File: src/rtl/fnd_scan_arbiter.sv
// fnd_scan_arbiter: two-requester arbiter for a 4-digit multiplexed 7-segment display.
// A granted 14-bit value is clamped to 9999, converted to BCD by a 14-cycle
// shift-add-3 pass, then scanned digit by digit.
// Optional feature: define FND_LZB_EN for leading-zero blanking.
module fnd_scan_arbiter #(
  parameter int SLOT_CYC  = 100_000,
  parameter int BLANK_CYC = 8
) (
  input  logic        clk,
  input  logic        rst,
  input  logic        req_a,
  input  logic [13:0] val_a,
  input  logic        req_b,
  input  logic [13:0] val_b,
  output logic [1:0]  grant,
  output logic [3:0]  fnd_com,
  output logic [3:0]  fnd_bcd,
  output logic        frame_done
);

  localparam int            CW         = (SLOT_CYC > 1) ? $clog2(SLOT_CYC) : 1;
  localparam logic [CW-1:0] SLOT_LAST  = CW'(SLOT_CYC - 1);
  localparam logic [CW-1:0] BLANK_LAST = CW'(BLANK_CYC);

  typedef enum logic [1:0] {
    ST_IDLE = 2'd0,
    ST_LOAD = 2'd1,
    ST_SCAN = 2'd2
  } state_t;

  state_t        r_state;
  logic [1:0]    r_grant;
  logic          r_rr;        // 0: A wins a tie, 1: B wins a tie
  logic [13:0]   r_bin;
  logic [15:0]   r_bcd;
  logic [3:0]    r_load_cnt;
  logic [1:0]    r_slot;
  logic [CW-1:0] r_cyc;
  logic [3:0]    r_com;
  logic [3:0]    r_dig;
  logic          r_done;

  logic [1:0]    w_arb;
  logic [13:0]   w_sel;
  logic [13:0]   w_snap;
  logic [15:0]   w_dd;
  logic          w_slot_end;
  logic          w_frame_end;
  logic [1:0]    w_nxt_slot;
  logic [CW-1:0] w_nxt_cyc;
  logic [3:0]    w_show;

  // One double-dabble iteration: add 3 to every nibble >= 5, then shift in the next binary bit.
  function automatic logic [15:0] f_dd_step(input logic [15:0] bcd, input logic bit_in);
    logic [15:0] adj;
    adj = 16'd0;
    for (int i = 0; i < 4; i++) begin
      adj[4*i +: 4] = (bcd[4*i +: 4] >= 4'd5) ? (bcd[4*i +: 4] + 4'd3) : bcd[4*i +: 4];
    end
    return {adj[14:0], bit_in};
  endfunction

  // Digit enables for a SCAN cycle: the BLANK sub-phase (and blanked digits) keep all off.
  function automatic logic [3:0] f_com(input logic [1:0] slot, input logic [CW-1:0] cyc,
                                       input logic shown);
    if ((cyc < BLANK_LAST) || !shown) begin
      return 4'b1111;
    end else begin
      return ~(4'b0001 << slot);
    end
  endfunction

  // BCD nibble belonging to a digit slot.
  function automatic logic [3:0] f_digit(input logic [1:0] slot, input logic [15:0] bcd);
    return bcd[{slot, 2'b00} +: 4];
  endfunction

  // Arbitration: lone requester wins, a tie goes to whoever was not granted last.
  always_comb begin
    w_arb = 2'b00;
    if (req_a && req_b) begin
      w_arb = r_rr ? 2'b10 : 2'b01;
    end else if (req_a) begin
      w_arb = 2'b01;
    end else if (req_b) begin
      w_arb = 2'b10;
    end else begin
      w_arb = 2'b00;
    end
  end

  assign w_sel  = w_arb[1] ? val_b : val_a;
  assign w_snap = (w_sel > 14'd9999) ? 14'd9999 : w_sel;
  assign w_dd   = f_dd_step(r_bcd, r_bin[13]);

  // Slot/cycle advance; the slot index only increments inside a frame, so it never wraps past digit 3.
  always_comb begin
    w_slot_end  = (r_cyc == SLOT_LAST);
    w_frame_end = w_slot_end && (r_slot == 2'd3);
    if (w_slot_end) begin
      w_nxt_cyc  = {CW{1'b0}};
      w_nxt_slot = r_slot + 2'd1;
    end else begin
      w_nxt_cyc  = r_cyc + CW'(1);
      w_nxt_slot = r_slot;
    end
  end

`ifdef FND_LZB_EN
  // A digit is lit only if it or a higher digit is nonzero; digit 0 is always lit.
  always_comb begin
    w_show[0] = 1'b1;
    w_show[1] = |r_bcd[15:4];
    w_show[2] = |r_bcd[15:8];
    w_show[3] = |r_bcd[15:12];
  end
`else
  assign w_show = 4'b1111;
`endif

  // Main FSM: IDLE -> LOAD (BCD conversion) -> SCAN (4 slots); outputs registered for the coming cycle.
  always_ff @(posedge clk) begin
    if (rst) begin
      r_state    <= ST_IDLE;
      r_grant    <= 2'b00;
      r_rr       <= 1'b0;
      r_bin      <= 14'd0;
      r_bcd      <= 16'd0;
      r_load_cnt <= 4'd0;
      r_slot     <= 2'd0;
      r_cyc      <= {CW{1'b0}};
      r_com      <= 4'b1111;
      r_dig      <= 4'h0;
      r_done     <= 1'b0;
    end else begin
      case (r_state)
        ST_IDLE: begin
          r_com  <= 4'b1111;
          r_dig  <= 4'h0;
          r_done <= 1'b0;
          if (w_arb != 2'b00) begin
            r_state    <= ST_LOAD;
            r_grant    <= w_arb;
            r_rr       <= w_arb[0];
            r_bin      <= w_snap;
            r_bcd      <= 16'd0;
            r_load_cnt <= 4'd0;
          end else begin
            r_state <= ST_IDLE;
            r_grant <= 2'b00;
          end
        end
        ST_LOAD: begin
          r_bcd  <= w_dd;
          r_bin  <= {r_bin[12:0], 1'b0};
          r_com  <= 4'b1111;
          r_done <= 1'b0;
          if (r_load_cnt == 4'd13) begin
            r_state <= ST_SCAN;
            r_slot  <= 2'd0;
            r_cyc   <= {CW{1'b0}};
            r_dig   <= w_dd[3:0];
          end else begin
            r_load_cnt <= r_load_cnt + 4'd1;
            r_dig      <= 4'h0;
          end
        end
        ST_SCAN: begin
          if (w_frame_end) begin
            r_com  <= 4'b1111;
            r_dig  <= 4'h0;
            r_done <= 1'b0;
            r_slot <= 2'd0;
            r_cyc  <= {CW{1'b0}};
            if (w_arb != 2'b00) begin
              r_state    <= ST_LOAD;
              r_grant    <= w_arb;
              r_rr       <= w_arb[0];
              r_bin      <= w_snap;
              r_bcd      <= 16'd0;
              r_load_cnt <= 4'd0;
            end else begin
              r_state <= ST_IDLE;
              r_grant <= 2'b00;
            end
          end else begin
            r_slot <= w_nxt_slot;
            r_cyc  <= w_nxt_cyc;
            r_com  <= f_com(w_nxt_slot, w_nxt_cyc, w_show[w_nxt_slot]);
            r_dig  <= f_digit(w_nxt_slot, r_bcd);
            r_done <= (w_nxt_slot == 2'd3) && (w_nxt_cyc == SLOT_LAST);
          end
        end
        default: begin
          r_state <= ST_IDLE;
          r_grant <= 2'b00;
          r_com   <= 4'b1111;
          r_dig   <= 4'h0;
          r_done  <= 1'b0;
        end
      endcase
    end
  end

  assign grant      = r_grant;
  assign fnd_com    = r_com;
  assign fnd_bcd    = r_dig;
  assign frame_done = r_done;

endmodule

File: config.mk
export PLATFORM = sky130hd
export DESIGN_NAME = fnd_scan_arbiter
export DESIGN_NICKNAME = d
export VERILOG_FILES = /design/src/rtl/fnd_scan_arbiter.sv
export SDC_FILE = /design/constraint.sdc
export NUM_CORES = 1
export LEC_CHECK = 0
export BUFFER_PORTS_ARGS = -buffer_cell sky130_fd_sc_hd__buf_2
export CAP_MARGIN = 20
export CORE_MARGIN = 5
export CORE_UTILIZATION = 59
export CTS_CLUSTER_DIAMETER = 40
export CTS_CLUSTER_SIZE = 12
export DETAILED_ROUTE_END_ITERATION = 7
export HOLD_SLACK_MARGIN = 0.08
export PLACE_DENSITY_LB_ADDON = 0.08
export REMOVE_ABC_BUFFERS = 1
export SYNTH_ARGS = -nofsm -noshare
export SYNTH_HDL_FRONTEND = slang
export SYNTH_SLANG_ARGS = --single-unit
File: constraint.sdc
create_clock -name clk -period 3.5 [get_ports clk]
set_input_delay 0.875 -clock clk [delete_from_list [all_inputs] [get_ports clk]]
set_output_delay 0.875 -clock clk [all_outputs]
set_load 0.02 [all_outputs]
; After elaboration in Yosys (flattened, before gate mapping)
; Index checks and enable logic that the tools add are counted.
[classes]
n_addsub = 7
magnitude_cmp = 7
eq_ne = 10
shifts = 2
mux = 43
bitwise_logic = 3
n_reduce_logical = 18
[ops]
columns = op, n
row1 = $mux 14, 4
row2 = $mux 17, 3
row3 = $pmux 16 s3, 1
row4 = $pmux 14 s3, 1
row5 = $eq 17x17->1 const B, 2
row6 = $pmux 17 s2, 1
row7 = $mux 16, 2
row8 = $mux 4, 8
row9 = $mux 2, 11
row10 = $add 17x1->17 const B, 1
row11 = $lt 17x4->1 const B, 1
row12 = $ge 4x3->1 const B, 4
row13 = $shiftx 16x5->4, 1
row14 = $gt 14x14->1 const B, 1
row15 = $add 4x2->4 const B, 3
row16 = $pmux 2 s3, 2
row17 = $pmux 4 s3, 1
row18 = $reduce_and 2->1, 5
row19 = $pmux 4 s2, 1
row20 = $eq 2x2->1 const B, 3
row21 = $ne 2x2->1 const B, 3
row22 = $reduce_bool 2->1, 3
row23 = $add 4x1->4 const B, 1
row24 = $eq 4x4->1 const B, 1
row25 = other kinds (20), 26
[word_totals]
reg_bits = 67
input_bits = 32
output_inout_bits = 11
wordCells = 101

; Depth between registers and ports, before layout
; Gate-level depths: netlist of the first run.
[logic_depth]
depth_word = 9
ltp_mapped = 10
mapped_depth_nobuf = 8

; Worst setup path after synthesis of the first run
; OpenSTA, ideal clock, no wires.
[synth_path]
path_kind = register -> register
startpoint = reg r_cyc[8]
endpoint = reg r_bcd[12]
setup_ps = 70
t_arrival_ps = 2525
path_slack_ps = 904
path_stages_with_launch = 9
path_buffers = 2
cell_sequence = dfxtp_1 > clkbuf_1 > or4_4 > nor4_4 > a21oi_2 > or2_1 > buf_6 > or4_1 > a21oi_1
[synth_via]
elab_chain_cells = 4
[synth_lines]
columns = element, line_no
row1 = start: declaration, 38  ; logic [CW-1:0] r_cyc;
row2 = start signal: assignment, 131  ; r_cyc <= {CW{1'b0}};
row3 = start signal: assignment, 161  ; r_cyc <= {CW{1'b0}};
row4 = start signal: assignment, 174  ; r_cyc <= {CW{1'b0}};
row5 = $eq 17x17->1, 98  ; w_slot_end = (r_cyc == SLOT_LAST);
row6 = $logic_and 1x1->1, 99  ; w_frame_end = w_slot_end && (r_slot == 2'd3);
row7 = $ne 2x2->1 (no source line), n/a
row8 = $reduce_and 2->1 (no source line), n/a
row9 = end signal: assignment, 154  ; r_bcd <= w_dd;
row10 = end: declaration, 35  ; logic [15:0] r_bcd;
; No other way between the ends.
; A chain may end at the register's enable or synchronous reset.

; Worst setup path after layout of the first run
[layout_path]
startpoint = reg r_cyc[0]
endpoint = reg r_bin[0]
[layout_via]
elab_chain_cells = 4
[layout_lines]
columns = element, line_no
row1 = $eq 17x17->1, 98
row2 = $logic_and 1x1->1, 99
row3 = $ne 2x2->1 (no source line), n/a
row4 = $reduce_and 2->1 (no source line), n/a
row5 = end signal: assignment, 145  ; r_bin <= w_snap;
row6 = end signal: assignment, 155  ; r_bin <= {r_bin[12:0], 1'b0};
row7 = end signal: assignment, 179  ; r_bin <= w_snap;
row8 = end: declaration, 34  ; logic [13:0] r_bin;
; No other way between the ends.

==> results.txt, run 1 <==
Slew Limit Headroom: 45.3%
final wirelength: 10000 um
Pins Over Slew Limit: 0
final setup fails: 0
worst setup margin: 668 ps
GRT overflow: 0
Synth Warn #: 0
Yosys top cell area share: 32.5%
Seq/Total Area, Yosys: 32.5%
Antenna diodes: 0
port bufs: 42
clock slew at reported path FFs: 80 ps
asr flop ratio synth: 0%
Setup WS pre-CTS: 717 ps
vias in the first global route: 3654
number of synthesized register bits: 67
Post-synth top flop: dfxtp_1
top cell type by total area after synthesis: dfxtp_1
RSZ-0062 raised after global routing: false
CTS Sinks: 67
Post-Syn Area per Cell: 7.53 um2
Worst Skew: 12.3 ps
Commonest cells post-synth: dfxtp_1 (67), a21oi_1 (58), nand2_1 (55), nor2_1 (40), o21ai_0 (35)
endpoints failing hold: 0
initial antenna violation count: 0
DIE AREA: 8760 um2
Netlist Area Pre-Place: 4120 um2
Initial DRC Count: 401
synth unique cells: 52
IO Count: 43
Via density: 6.04
Final Cycle Share: 80.9%
die extent in y: 93.6 um
die width: 93.6 um
EDFF count, synth: 0
Max-cap violations: 0
Cells after DPL: 658
Final HPWL DP: 6990 um
Max clock buf depth: 2
data required time of the worst path: 3790 ps
gp weighted congestion: 0.984
crit-path max FO: 19
LEAKAGE: 1.72 nW
drc violations: 0
WP data arrival: 3120 ps
crit end category: register
fmax: 353 MHz
Synth area leaders: dfxtp_1 (33%), a21oi_1 (7.0%), ha_1 (5.2%)
post-cts gate resize count: 0
Period minus WS final: 2830 ps
CTS Buf Count: 9
Routed Antenna Nets: 0
CTS tree: done
FP Rows: 30
power density cells: 367 nW/um2
Post-CTS Setup Repair Bufs: 0
crit path cell chain: ha_1 > nand4_1 > nor4_4 > a21oi_2 > or2_1 > buf_4 > a311o_1 > a21oi_1
clock latency on the worst-skew pair: 350 ps
Clock H-tree levels: 3
max incr delay on CP: 480 ps
cts hold-fix bufs: 0
WL per Instance: 14.9 um
post-route insts no fill: 674
layout cell share with drive strength beyond 1: 12.8%
VDD IR max: 0.215 mV
cell count after synthesis: 547
first-pass GRT wire length: 17000 um
Core ar.: 6790 um2
Setup CP Type: reg2reg
Pre-Repair DR Iteration Count: 5
count leader, synth: dfxtp_1
Worst Hold Class: reg2reg
synth-to-layout area growth: 11.3%
via count: 4074
initial core utilization: 60.7%
gr usage total: 23.9%
largest net degree at the start of global routing: 61
crit path launch type: register
critical path's slowest cell: dfxtp_1
status: finished clean
setup TNS: 0 ps
Worst-Margin Slew: 813 ps
nets: 622
clock root cell: clkbuf_8
[routing by layer]
metal / GRT usage, % / share of wire (%)
met5: 0 / 0
met4: 8.06 / 1.4
met1: 32.7 / 47
met3: 5.47 / 6.9
met2: 37.2 / 45
[placed cells by master, fill, tap and decap left out, types with 2 or more instances in the layout]
master      instances
o31ai_1             2
o32ai_1             4
nand3_1            33
nand2_1            55
nor3b_1             3
o22ai_1             4
buf_4              10
xor2_1              9
nand4_1            14
nor3_1             33
buf_2              42
a21oi_1            58
and3_1              8
and2_1              5
clkinvlp_4          2
nand4b_1            6
a211oi_1            5
a21o_1              2
o21a_1              2
clkinv_4            2
clkbuf_8           10
or3_1               6
inv_1              22
o211ai_1           10
dfxtp_1            67
or4_1               4
nor2_1             39
nor4_1              6
ha_1               17
o21ai_0            35
a31oi_1             3
mux2_2              2
nand2b_1            7
xnor2_1             9
mux2i_1            19
nand3b_1            2
a22oi_1             2
[worst max-delay path, delay by kind of cell (launching register included)]
| family | cells | cell delay (ps) |
|---|---|---|
| AO/OA/AOI/OAI | 3 | 630 |
| adder cells (fa/ha/maj) | 1 | 300 |
| flip-flops | 1 | 480 |
| buffers and inverters | 1 | 270 |
| AND/OR/NAND/NOR | 3 | 1080 |
[path summary, 6_finish.rpt]
path / from / end / slack (ps) / depth (start not counted)
worst max register to register: r_cyc[0] / r_bin[0] / 670 / 8
worst min-delay path: r_bin[8] / r_bin[8] / 460 / 2
worst min register to register: r_bin[8] / r_bin[8] / 460 / 2
worst max-delay path: r_cyc[0] / r_bin[0] / 670 / 8
[final cells by class]
class | instances | area (um2)
clock buffers | 11 | 141
clock inverters | 5 | 62.6
fillers | 571 | 2210
inverters | 22 | 82.6
multi-input cells | 421 | 2550
flip-flops and latches | 67 | 1340
well taps | 96 | 120
repair buffers | 52 | 285
[registers in the layout (all words and copies together), names as in the netlist, 2 cells and up]
| register | count |
|---|---|
| r_cyc | 17 |
| r_bcd | 16 |
| r_load_cnt | 4 |
| fnd_bcd | 4 |
| r_slot | 2 |
| r_state | 2 |
| fnd_com | 4 |
| grant | 2 |
| r_bin | 14 |
[per-stage QoR]
step	util (%)	hold WS (ps)	total power, mW	instance area, um2
floorplan	-	430	0.957	3970
global placement	64.5	444	1.03	4380
detailed placement	64.5	450	1.04	4380
CTS	67.5	463	1.70	4590
global route	67.5	494	1.76	4590
finish	67.5	462	1.68	4590
[cell families (layout without fill, tap and decap cells)]
| family | after synthesis | after routing | synth area share [%] |
|---|---|---|---|
| xor gates and xnor gates | 18 | 18 | 3.83 |
| and+or+nand+nor | 228 | 228 | 28.2 |
| adders and majority gates | 17 | 17 | 5.16 |
| muxes | 21 | 21 | 5.16 |
| DFF | 67 | 67 | 32.5 |
| buffers and inverters | 59 | 90 | 5.65 |
| AOI/OAI and AO/OA | 137 | 137 | 19.5 |
[report_power, final]
group | internal, mW | switching, mW
Sequential | 0.790 | 0.0173
Combinational | 0.0831 | 0.133
Clock | 0.351 | 0.308
Total | 1.22 | 0.459
Note: power is estimated with default switching activity, not from simulation.
==> run 2: changes to the inputs <==
==> constraint.sdc (replaced) <==
create_clock -name clk -period 2.7 [get_ports clk]
set_input_delay 0.675 -clock clk [delete_from_list [all_inputs] [get_ports clk]]
set_output_delay 0.675 -clock clk [all_outputs]
set_load 0.02 [all_outputs]
==> run 2 against run 1 <==
  * Via count up 2.6%
  * Sequential power increased by 30%
  * Clock skew down 0.93 ps
  * Combinational power grew 37%
  * Largest power group is now clock
  * Hold slack got worse by 3.3 ps
  * Worst setup slack worse by 510 ps
  * Cell area is 4.8% higher
  * Utilization is 3.2 points higher
  * Routed wire length up 5.8%
==> results.txt, run 2 (same netlist as run 1, synthesis figures left out) <==
commonest non-fill, non-tap cell in the layout: dfxtp_1
CTS Sinks: 67
clock root cell: clkbuf_8
die width: 93.6 um
via count: 4181
WHS Path Cells: 2
Core ar.: 6790 um2
largest net degree at the start of global routing: 37
final setup fails: 0
Setup CP Type: reg2reg
drc violations: 0
vias in the first global route: 3738
power density cells: 511 nW/um2
post-route insts no fill: 693
status: finished clean
Via density: 6.03
crit-path max FO: 19
GRT overflow: 0
crit path launch type: register
Final HPWL DP: 7510 um
initial core utilization: 60.7%
GRT met1 Usage: 34.3%
gp weighted congestion: 1.03
crit path launch: r_cyc[11]
Antenna diodes: 0
first-pass GRT wire length: 17500 um
nets: 641
final wirelength: 10600 um
CTS tree: done
Period minus WS final: 2540 ps
Biggest register: r_cyc
RSZ-0062 raised after global routing: false
Clock H-tree levels: 3
final core utilization: 70.8%
data required time of the worst path: 2970 ps
port bufs: 42
RR Endpoint: r_bin[0]
fill count: 553
LEAKAGE: 1.86 nW
WL per Instance: 15.3 um
Reg-to-Reg Start: r_cyc[11]
DIE AREA: 8760 um2
Pre-Repair DR Iteration Count: 5
WP data arrival: 2810 ps
Initial DRC Count: 331
Cells after DPL: 675
max reg flops: 17
endpoints failing hold: 0
Routed Antenna Nets: 0
crit end category: register
FP Rows: 30
Max clock buf depth: 2
Worst Hold Class: reg2reg
Max-cap violations: 0
Worst-Margin Slew: 700 ps
busiest grt layer: met2
VDD IR max: 0.311 mV
die extent in y: 93.6 um
Hold EP: r_bin[9]
Worst Skew: 11.4 ps
initial antenna violation count: 0
CTS Buf Count: 9
synth-to-layout area growth: 16.6%
gr usage total: 24.7%
clock slew at reported path FFs: 70 ps
clock latency on the worst-skew pair: 350 ps
hold path start: r_bin[9]
IO Count: 43
layout cell share with drive strength beyond 1: 15.7%
grt met3 use: 4.26%
R2R setup slack: 160 ps
met2 Use GR: 39.3%
path depth of the worst reg2reg path: 7
Pins Over Slew Limit: 0
highest-count cells in the layout ignoring fill and taps: dfxtp_1 (67), a21oi_1 (58), nand2_1 (55)
Final Cycle Share: 94.0%
fmax: 394 MHz
biggest regs: r_cyc x17, r_bcd x16, r_bin x14
Slew Limit Headroom: 53.2%
## run 2: cell count changes in the layout (fill, tap and decap cells not counted), sizes merged
cell      before  now
buf           52   71
bufinv         1    4
clkinvlp       2    0
clkbuf        11   10
## run 2: metal layers
layer,vias to the layer above,wire [um]
li1,2063,-
met1,1925,4810
met2,178,4840
met3,15,824
met4,0,132
met5,-,0
## run 2: worst max path at each step
stage / to / slack (ps) / cells past startpoint
floorplan: r_bcd[14] / -640 / 7
global placement: r_bin[0] / 220 / 8
detailed placement: r_cyc[16] / 100 / 7
CTS: r_cyc[16] / 70 / 7
global route: r_load_cnt[1] / 50 / 7
finish: r_bin[0] / 160 / 7
## run 2: through the flow
stage	total power, mW	hold slack [ps]	cell area (um2)	setup slack [ps]	TNS, ps
finish	2.45	459	4810	163	0
global placement	1.35	443	4520	224	0
CTS	2.46	461	4790	70.7	0
global route	2.54	479	4810	51.4	0
floorplan	1.24	430	3970	-642	-16200
detailed placement	1.36	452	4520	95.1	0
## run 2: power by group
part	internal [mW]	switching, mW	total (mW)	leakage (nW)
sequential	1.02	0.0220	1.05	0.544
clock	0.711	0.403	1.11	0.131
combinational	0.116	0.179	0.295	1.18
## run 2: layout make-up
| cell class | instances | area (um2) | share of cell area (%) |
|---|---|---|---|
| well taps | 96 | 120 | 2.50 |
| multi-input cells | 421 | 2560 | 53.2 |
| clock buffers | 10 | 128 | 2.65 |
| inverters | 22 | 82.6 | 1.72 |
| flip-flops and latches | 67 | 1340 | 27.9 |
| clock inverters | 6 | 138 | 2.86 |
| repair buffers | 71 | 440 | 9.16 |
## run 2: critical path, stage by stage, from the launching register on
cell	delay (ps)
dfxtp_1	370
or4b_1	620
nor4_4	270
a21oi_2	90
or2_1	390
buf_4	270
a311o_1	330
a21oi_1	120
## run 2: timing repair
action / 4_1_cts / 5_1_grt
setup buffers: 0 / 2
endpoints found under the setup margin: 0 / 15
resized for setup: 0 / 1
hold buffers: 0 / 0
endpoints found under the hold margin: 0 / 0
